`config.mk`:
```
export PLATFORM = sky130hd
export DESIGN_NAME = integer_square_rebuild
export DESIGN_NICKNAME = d
export VERILOG_FILES = /design/src/rtl/precision_pkg.sv /design/src/rtl/integer_square_rebuild_shift_add_step.sv /design/src/rtl/integer_square_rebuild.sv
export SDC_FILE = /design/constraint.sdc
export NUM_CORES = 1
export LEC_CHECK = 0
export ABC_AREA = 1
export BUFFER_PORTS_ARGS = -buffer_cell sky130_fd_sc_hd__buf_2
export CAP_MARGIN = 20
export CORE_ASPECT_RATIO = 0.8
export CORE_MARGIN = 10
export CORE_UTILIZATION = 60
export CTS_CLUSTER_SIZE = 16
export DETAILED_ROUTE_END_ITERATION = 12
export PLACE_DENSITY = 0.82
export SYNTH_ARGS = -nofsm -noshare
export SYNTH_HDL_FRONTEND = slang
export SYNTH_SLANG_ARGS = --single-unit
```
`constraint.sdc`:
```
create_clock -name clk -period 2.4 [get_ports clk]
set_input_delay 0.12 -clock clk [delete_from_list [all_inputs] [get_ports clk]]
set_output_delay 0.12 -clock clk [all_outputs]
set_load 0.01 [all_outputs]
```
`src/rtl/precision_pkg.sv`:
```
// Shared definitions for the precision library: sqrt/rebuild FSM states and
// the legality rule for a square-root remainder.
package precision_pkg;

    typedef enum logic [1:0] {
        IDLE = 2'd0,
        BUSY = 2'd1,
        DONE = 2'd2
    } sq_state_t;

    // Widest root the helper handles; narrower roots are zero-extended by callers.
    localparam int SQ_MAX_ROOT_W = 32;

    // A remainder m is legal for root r when m <= 2*r, i.e. r*r + m < (r+1)^2.
    function automatic logic sqrt_rem_legal(input logic [SQ_MAX_ROOT_W-1:0] root,
                                            input logic [SQ_MAX_ROOT_W:0]   rem);
        return rem <= {root, 1'b0};
    endfunction

endpackage

```
`src/rtl/integer_square_rebuild_shift_add_step.sv`:
```
// One shift-and-add multiplication step: conditionally add the multiplicand,
// then move to the next multiplier bit.
module shift_add_step #(
    parameter int WIDTH = 32
) (
    input  logic [WIDTH:0]       i_acc,
    input  logic [WIDTH-1:0]     i_mcand,
    input  logic [WIDTH/2-1:0]   i_mplier,
    output logic [WIDTH:0]       o_acc,
    output logic [WIDTH-1:0]     o_mcand,
    output logic [WIDTH/2-1:0]   o_mplier
);

    always_comb begin
        o_acc    = i_mplier[0] ? (i_acc + {1'b0, i_mcand}) : i_acc;
        o_mcand  = i_mcand << 1;
        o_mplier = i_mplier >> 1;
    end

endmodule

```
`src/rtl/integer_square_rebuild.sv`:
```
// Rebuilds a radicand a = r*r + m from a square root and its remainder using a
// bit-serial shift-and-add multiplier, one root bit per cycle.
module integer_square_rebuild
    import precision_pkg::*;
#(
    parameter int WIDTH = 32
) (
    input  logic               clk,
    input  logic               rstn,
    input  logic               in_valid,
    output logic               in_ready,
    input  logic [WIDTH/2-1:0] in_root,
    input  logic [WIDTH/2:0]   in_rem,
    output logic               out_valid,
    input  logic               out_ready,
    output logic [WIDTH-1:0]   out_a,
    output logic               out_err,
    output sq_state_t          o_dbg_state
);

    localparam int HW = WIDTH / 2;
    localparam int CW = $clog2(HW);

    // Handshake: a transfer happens on any rising edge where valid && ready;
    // in_ready is high only in IDLE, out_valid only in DONE, both registered.
    sq_state_t          r_state;
    sq_state_t          w_state_nxt;
    logic [WIDTH:0]     r_acc;
    logic [WIDTH-1:0]   r_mcand;
    logic [HW-1:0]      r_mplier;
    logic [CW-1:0]      r_cnt;
    logic               r_err_rem;

    logic               w_accept;
    logic               w_last;
    logic [WIDTH:0]     w_acc_nxt;
    logic [WIDTH-1:0]   w_mcand_nxt;
    logic [HW-1:0]      w_mplier_nxt;

    assign w_accept = in_valid && (r_state == IDLE);
    assign w_last   = (r_cnt == CW'(HW - 1));

    always_ff @(posedge clk) begin
        if (!rstn) r_state <= IDLE;
        else       r_state <= w_state_nxt;
    end

    always_comb begin
        w_state_nxt = r_state;
        case (r_state)
            IDLE:    if (in_valid)  w_state_nxt = BUSY;
            BUSY:    if (w_last)    w_state_nxt = DONE;
            DONE:    if (out_ready) w_state_nxt = IDLE;
            default:                w_state_nxt = IDLE;
        endcase
    end

    shift_add_step #(.WIDTH(WIDTH)) u_step (
        .i_acc    (r_acc),
        .i_mcand  (r_mcand),
        .i_mplier (r_mplier),
        .o_acc    (w_acc_nxt),
        .o_mcand  (w_mcand_nxt),
        .o_mplier (w_mplier_nxt)
    );

    // The remainder is preloaded into the accumulator, so the product lands on top of it.
    always_ff @(posedge clk) begin
        if (!rstn) begin
            r_acc     <= '0;
            r_mcand   <= '0;
            r_mplier  <= '0;
            r_cnt     <= '0;
            r_err_rem <= 1'b0;
        end else if (w_accept) begin
            r_acc     <= (WIDTH + 1)'(in_rem);
            r_mcand   <= WIDTH'(in_root);
            r_mplier  <= in_root;
            r_cnt     <= '0;
            r_err_rem <= !sqrt_rem_legal(SQ_MAX_ROOT_W'(in_root), (SQ_MAX_ROOT_W + 1)'(in_rem));
        end else if (r_state == BUSY) begin
            r_acc     <= w_acc_nxt;
            r_mcand   <= w_mcand_nxt;
            r_mplier  <= w_mplier_nxt;
            r_cnt     <= r_cnt + 1'b1;
        end
    end

    assign in_ready    = (r_state == IDLE);
    assign out_valid   = (r_state == DONE);
    assign out_a       = out_valid ? r_acc[WIDTH-1:0] : '0;
    assign out_err     = out_valid & (r_err_rem | r_acc[WIDTH]);
    assign o_dbg_state = r_state;

endmodule
```
==> impl_results.md, run 1 <==
* Status: finished, final reports clean
* Register area share after synthesis at 26.9%
* Root Buffer: clkbuf_16
* Crit path capture: r_acc[18]$_SDFFE_PP0P_
* Synth Area in XOR/XNOR at under 10%
* Detailed placement HPWL at ~15000 um
* Routed len/inst at 14.4 um
* RSZ-0062 raised after global routing: false
* Clock sink count at ~90
* Initial DRC Count at 760
* Path depth of the worst reg2reg path at 12
* Total die area at between 15000 and 20000 um2
* Placed insts at between 1k and 1.5k
* Max-cap violations at 0
* Post-Route WL at 19000 um
* Antenna Violating Nets Remaining at 0
* Vias per cell at ~5.3
* Syn Inst Count at ~1.1k
* Overflow left after global routing at 0
* Post-CTS Setup Inserts at 0
* Post-route design area at around 7300 um2
* CP required at between 2 and 3 ns
* Cell mode on critical path: nand2_1
* Fin util at 67.9%
* Ports at 74
* Worst-path clk slew at about 0.070 ns
* Final antenna diode count at 0
* Final period utilization at 84.8%
* Vias in the first global route at about 6.3k
* Cell Area, Placed at 7020 um2
* Crit path largest cell delay at around 0.38 ns
* Mapped Area at ~6500 um2
* Largest net degree at the start of global routing at 39
* Total power at roughly 3.7 mW
* Crit path from: r_mcand[0]$_SDFFE_PN0P_
* Num CTS Buffers at 9
* Layout cells sized above 1 at 11.7%
* Area of the core at roughly 11000 um2
* Simple-gate share of the synthesized area at between 30% and 40%
* CP Class: reg -> reg
* Initial antenna violation count at 0
* Max Fclk at approximately 500 MHz
* NumNets Final at around 1.3k
* CTS H-tree depth at 3
* DR pass1 iterations at 6
* Post-synthesis mux area share at 0%
* Largest fanout on the critical path at 3
* CP arrival at 2.27 ns
* TritonCTS clock tree: done
* Die Ht at between 100 and 150 um
* First-pass GRT wire length at ~31000 um
* Peak VDD IR at between 0.0004 and 0.0005 V
* Synth unique cells at 37
* R2r startpoint: r_mcand[0]$_SDFFE_PN0P_
* Clk_lat worst skew at between 0.3 and 0.4 ns
* Largest family of logic cells by synthesized area: simple AND/OR/NAND/NOR gates
* Buf/Inv on CP at 0
* Worst reg2reg setup slack at approximately 0.36 ns
* Setup violators final at 0
* Die width at around 140 um
* Adder-Cell Fraction of Synth Area at 9.67%
* CP Depth at 12
* Synthesis-to-layout area growth at 11.7%
* Fin. max-slew vios at 0
* Total negative slack at 0 ns
* Min Tclk post-route at 2.04 ns
* DRC at 0
* Crit path max-delay family: simple AND/OR/NAND/NOR gates
* Slew Limit Headroom at between 50% and 60%
* Worst setup EP type: register
* Synthesized flop and latch total at between 80 and 90
* Net Count, Synth at between 1k and 1.5k
* Port-buffer cells at 73
* GRT Util Overall at 24.7%
* Slew @ Worst Pin at around 0.63 ns
* Vias at around 6.9k
* CP Launch Type: register
* Final hold viol count at 0
* Worst path cell trace: ha_1 -> fa_1 -> nand2_1 -> nand2_1 -> nand3_1 -> nand2_1 -> nand2_1 -> nand2_1 -> nand2_1 -> a21oi_1 -> nor2_1 -> nor2_1
* CTS resizes at 0
* Compound-gate portion of the synthesized area at 12.2%
* Rows at 34
* Final Wtd Congestion at 0.966
* Hold buffers post-CTS at 0
* Worst hold path type: in -> reg
* Clk_skew at 0.00715 ns
* Starting Density at 60.8%
* Clock Path Buffers at 2
* Pwr Density at 500 nW/um2
* Synthesized area per cell at 5.93 um2
* Ys Warns at 0
* Leak pwr at 3.86 nW
* Final cell count without fillers at ~1.3k
* Worst path slowest cell: fa_1
* Worst R2R End: r_acc[18]$_SDFFE_PP0P_
area by class of cell:
type                       count  area (um2)
multi-input combinational    762        3800
fill                         999        3450
sequential                    88        1760
inverter                     223         840
timing repair buffer          83         448
clock buffer                   9         225
tap                          144         180
clock inverter                 6        51.3
worst reg2reg max path: stages (launching register included):
cell,delay (ns)
dfxtp_1,0.34
ha_1,0.22
fa_1,0.38
nand2_1,0.10
nand2_1,0.11
nand3_1,0.08
nand2_1,0.10
nand2_1,0.09
nand2_1,0.09
nand2_1,0.10
a21oi_1,0.06
nor2_1,0.19
nor2_1,0.06
flip-flops by register name (all words and copies together) (netlist names):
register / flops
r_err_rem: 1
r_mplier: 16
r_acc: 33
o_dbg_state: 2
r_cnt: 4
r_mcand: 32
power by group:
part / leakage, nW / internal (mW) / switching, mW
clock network: 0.133 / 0.712 / 0.649
logic: 3.01 / 0.237 / 0.446
registers: 0.718 / 1.54 / 0.0738
total: 3.86 / 2.49 / 1.17
stage by stage:
step	worst slack [ns]	hold slack, ns
2_1_floorplan	0.639	0.258
3_3_place_gp	0.490	0.425
3_5_place_dp	0.454	0.429
4_1_cts	0.296	0.0636
5_1_grt	0.233	0.0774
6_report	0.364	0.0741
layer usage:
layer	up-vias	routed length [um]	share of wire, %	track usage, %
met5	-	0	0	0
met4	0	246	1.3	5.61
met3	24	1940	10	4.75
met2	316	7830	41	35.9
met1	3064	8960	47	36.7
li1	3520	-	-	-
cell families after synthesis:
logic type,after synthesis
simple gates,566
buf+inv,254
fa+ha+maj,50
flops,88
compound gates,138
xor+xnor,8
how the worst min path moves through the flow:
stage / from / end / cells past startpoint
4_1_cts: in_rem[2] / r_acc[2]$_SDFFE_PN0P_ / 3
6_report: in_rem[2] / r_acc[2]$_SDFFE_PN0P_ / 3
3_5_place_dp: in_rem[2] / r_acc[2]$_SDFFE_PN0P_ / 3
3_3_place_gp: in_rem[2] / r_acc[2]$_SDFFE_PN0P_ / 3
2_1_floorplan: rstn / r_acc[2]$_SDFFE_PN0P_ / 2
5_1_grt: in_rem[2] / r_acc[2]$_SDFFE_PN0P_ / 3
layout by cell type, fill, tap and decap left out, drive strengths merged, types with 7 or more instances in the layout:
cell      n
a21oi    73
a221oi   13
a31oi    24
buf      83
clkbuf    9
dfxtp    88
ha       49
inv     226
nand2   386
nand3    46
nor2    120
o21ai    19
xor2      7
cells in the mapped netlist, drive strengths merged:
cell / n / area, um2
o31ai: 1 / 7.51
a21o: 1 / 7.51
a21oi: 73 / 373
and2: 2 / 12.5
ha: 49 / 613
nand3: 46 / 240
o21ai: 19 / 95.1
nand3b: 2 / 15.0
o211ai: 3 / 22.5
nand4: 1 / 6.26
a311oi: 1 / 8.76
nand2: 386 / 1500
inv: 223 / 840
dfxtp: 88 / 1760
xor2: 7 / 61.3
xnor2: 1 / 8.76
a221oi: 13 / 114
fa: 1 / 20.0
or2: 4 / 25.0
nor2: 120 / 473
nor3: 4 / 25.0
and3: 1 / 6.26
buf: 21 / 103
a211oi: 2 / 15.0
clkbuf: 10 / 37.5
a31oi: 24 / 150
o21bai: 1 / 7.51
(Power assumes the default switching activity.)
==> run 2: changes to the inputs <==
--- a/config.mk
+++ b/config.mk
@@ -10,10 +10,10 @@
 export CAP_MARGIN = 20
 export CORE_ASPECT_RATIO = 0.8
 export CORE_MARGIN = 10
-export CORE_UTILIZATION = 60
+export CORE_UTILIZATION = 54
 export CTS_CLUSTER_SIZE = 16
 export DETAILED_ROUTE_END_ITERATION = 12
-export PLACE_DENSITY = 0.82
+export PLACE_DENSITY = 0.77
 export SYNTH_ARGS = -nofsm -noshare
 export SYNTH_HDL_FRONTEND = slang
 export SYNTH_SLANG_ARGS = --single-unit
==> constraint.sdc (replaced) <==
create_clock -name clk -period 1.8 [get_ports clk]
set_input_delay 0.09 -clock clk [delete_from_list [all_inputs] [get_ports clk]]
set_output_delay 0.09 -clock clk [all_outputs]
set_load 0.01 [all_outputs]
==> run 2 against run 1 <==
Against the previous run:
- the run now ends with setup timing left
- global-route usage shrank 1.4 points
- core utilization grew 3.7 points
- total power grew 50%
- clock-buffer cell count grew 1
- clock power grew 53%
- combinational power grew 79%
- sequential cell count is the same
- critical endpoint is now r_acc[10]$_SDFFE_PN0P_
==> impl_results.md, run 2 (same netlist as run 1, synthesis figures left out) <==
* Final hold viol count at 0 (unchanged)
* Root Buffer: clkbuf_16 (unchanged)
* Peak VDD IR at 0.000648 V (was 0.000420 V)
* Crit path max-delay family: simple AND/OR/NAND/NOR gates (unchanged)
* Slack of the critical path at -0.115 ns (was 0.364 ns)
* Worst R2R End: r_acc[10]$_SDFFE_PN0P_ (was r_acc[18]$_SDFFE_PP0P_)
* Clock share of power at 37.9% (was 37.2%)
* Pwr Density at 653 nW/um2 (was 500 nW/um2)
* Switching Power at 1.67 mW (was 1.17 mW)
* TritonCTS clock tree: done (unchanged)
* Leak pwr at 4.22 nW (was 3.86 nW)
* Pre-CTS setup slack at -0.152 ns (was 0.454 ns)
* Failing checks: setup timing
* Largest regs: r_acc: 33 flops, r_mcand: 32 flops, r_mplier: 16 flops (unchanged)
* CP Class: reg -> reg (unchanged)
* Post-route design area at 8380 um2 (was 7310 um2)
* Final antenna diode count at 0 (unchanged)
* Num CTS Buffers at 9 (unchanged)
* Ports at 74 (unchanged)
* Status: complete, but fails checks (was finished, final reports clean)
* Largest net degree at the start of global routing at 39 (unchanged)
* Top reg by flops: r_acc (unchanged)
* First-pass GRT wire length at 32700 um (was 31300 um)
* Slew @ Worst Pin at 0.380 ns (was 0.628 ns)
* Initial DRC Count at 779 (was 760)
* Worst setup EP type: register (unchanged)
* Port-buffer cells at 73 (unchanged)
* Total power at 5.47 mW (was 3.66 mW)
* Setup violators final at 11 (was 0)
* CP required at 2.07 ns (was 2.64 ns)
* RSZ-0062 raised after global routing: true (was false)
* Comb power frac at 22.3% (was 18.7%)
* Sw Share at 30.6% (was 32.0%)
* Initial antenna violation count at 0 (unchanged)
* Layout cells sized above 1 at 25.4% (was 11.7%)
* Sequential share of power at 39.8% (was 44.1%)
* Buf/Inv on CP at 0 (unchanged)
* Max Fclk at 522 MHz (was 491 MHz)
* CTS H-tree depth at 3 (unchanged)
* Detailed placement HPWL at 15300 um (was 14700 um)
* Area of the core at 11700 um2 (was 10800 um2)
* Worst hold path type: in -> reg (unchanged)
* Max-cap violations at 0 (unchanged)
* Clk_skew at 0.00586 ns (was 0.00715 ns)
* Worst-path clk slew at 0.07 ns (about the same)
* Antenna Violating Nets Remaining at 0 (unchanged)
* Worst path slowest cell: fa_2 (was fa_1)
* CP Launch Type: register (unchanged)
* Cell Area, Placed at 7400 um2 (was 7020 um2)
* Path depth of the worst reg2reg path at 11 (was 12)
* Routed len/inst at 15.4 um (was 14.4 um)
* Fin. max-slew vios at 0 (unchanged)
* Final period utilization at 106% (was 84.8%)
* Starting Density at 56.0% (was 60.8%)
* Synthesis-to-layout area growth at 28.0% (was 11.7%)
* Vias per cell at 5.30 (was 5.27)
* Commonest non-fill, non-tap cell in the layout: nand2_1 (unchanged)
* Total die area at 17000 um2 (was 15500 um2)
* Overflow left after global routing at 0 (unchanged)
* Worst reg2reg setup slack at -0.11 ns (was 0.36 ns)
* DR pass1 iterations at 5 (was 6)
* GRT Util Overall at 23.4% (was 24.7%)
* Clock sink count at 88 (unchanged)
* Max reg flops at 33 (unchanged)
* Worst path cell trace: ha_4 -> fa_2 -> nand2_2 -> nand2_4 -> nand3_4 -> nand2_4 -> nand2_2 -> nand2_4 -> xor2_2 -> nand2_1 -> a21oi_2 (was ha_1 -> fa_1 -> nand2_1 -> nand2_1 -> nand3_1 -> nand2_1 -> nand2_1 -> nand2_1 -> nand2_1 -> a21oi_1 -> nor2_1 -> nor2_1)
* Crit path largest cell delay at 0.36 ns (was 0.38 ns)
* Placed insts at 1353 (was 1299)
* Slew Limit Headroom at 74.4% (was 58.1%)
* Die Ht at 118 um (was 113 um)
* Final hold slack at 0.0366 ns (was 0.0741 ns)
* CP Depth at 11 (was 12)
* DRC at 0 (unchanged)
* Largest fanout on the critical path at 3 (unchanged)
* R2r startpoint: r_acc[0]$_SDFFE_PN0P_ (was r_mcand[0]$_SDFFE_PN0P_)
* Vias at 7271 (was 6924)
* Clock Path Buffers at 2 (unchanged)
* Final Wtd Congestion at 0.999 (was 0.966)
* CP arrival at 2.19 ns (was 2.27 ns)
* Cell mode on critical path: nand2_4 (was nand2_1)
* Pint at 3.80 mW (was 2.49 mW)
* Clk_lat worst skew at 0.35 ns (about the same)
* Post-Route WL at 21200 um (was 19000 um)
* Crit path from: r_acc[0]$_SDFFE_PN0P_ (was r_mcand[0]$_SDFFE_PN0P_)
* Crit path capture: r_acc[10]$_SDFFE_PN0P_ (was r_acc[18]$_SDFFE_PP0P_)
* Die width at 143 um (was 137 um)
* Vias in the first global route at 6653 (was 6326)
* Rows at 35 (was 34)
* Final cell count without fillers at 1372 (was 1315)
* Most frequent cells in the layout: nand2_1 (334), inv_1 (218), nor2_1 (96), buf_2 (73), buf_4 (61) (was nand2_1 (367), inv_1 (219), nor2_1 (111), dfxtp_1 (88), buf_2 (73))
* Min Tclk post-route at 1.91 ns (was 2.04 ns)
* NumNets Final at 1306 (was 1254)
## run 2: power by group through the flow
stage | clock network, mW | registers (mW) | logic, mW
5_1_grt | 2.15 | 2.18 | 1.34
4_1_cts | 2.08 | 2.14 | 1.08
6_report | 2.08 | 2.18 | 1.22
3_3_place_gp | 0 | 2.17 | 1.01
2_1_floorplan | 0 | 2.15 | 0.657
3_5_place_dp | 0 | 2.17 | 1.03
## run 2: through the flow
| step | TNS, ns | util [%] |
|---|---|---|
| after detailed placement | -1.37 | 63.3 |
| after CTS | -0.000715 | 67.0 |
| final | -0.398 | 71.6 |
| after global routing | -1.73 | 71.6 |
| after floorplan | 0 | - |
| after global placement | -0.439 | 63.3 |
## run 2: worst min-delay path by stage
stage               slack (ns)                    end  depth (start not counted)  startpoint
floorplan                 0.23  r_acc[2]$_SDFFE_PN0P_                          2        rstn
global route              0.05  r_acc[2]$_SDFFE_PN0P_                          3   in_rem[2]
finish                    0.04  r_acc[2]$_SDFFE_PN0P_                          3   in_rem[2]
CTS                       0.03  r_acc[2]$_SDFFE_PN0P_                          3   in_rem[2]
detailed placement        0.40  r_acc[2]$_SDFFE_PN0P_                          3   in_rem[2]
global placement          0.39  r_acc[2]$_SDFFE_PN0P_                          3   in_rem[2]
## run 2: cell type report
class | count | area, um2
Tap cell | 148 | 185
Clock inverter | 6 | 90.1
Multi-Input combinational cell | 762 | 4390
Timing Repair Buffer | 135 | 835
Clock buffer | 10 | 229
Sequential cell | 88 | 1810
Fill cell | 957 | 3320
Inverter | 223 | 840
## run 2: metal layers
layer	wire length [um]	vias to the layer above	GRT usage (%)	share of wire (%)
li1	-	3628	-	-
met1	9900	3320	34.3	47
met2	9100	283	34.3	43
met3	1770	40	4.20	8.3
met4	427	0	5.47	2.0
met5	0	-	0	0
## run 2: what timing repair did
action,CTS,global route
resized for setup,21,130
pin swaps,3,21
setup buffers,0,3
setup endpoints to repair,18,59
hold buffers,0,0
## run 2: tightest hold or removal path, stage by stage
cell,delay (ns)
buf_2,0.11
nand2_1,0.07
a31oi_1,0.08
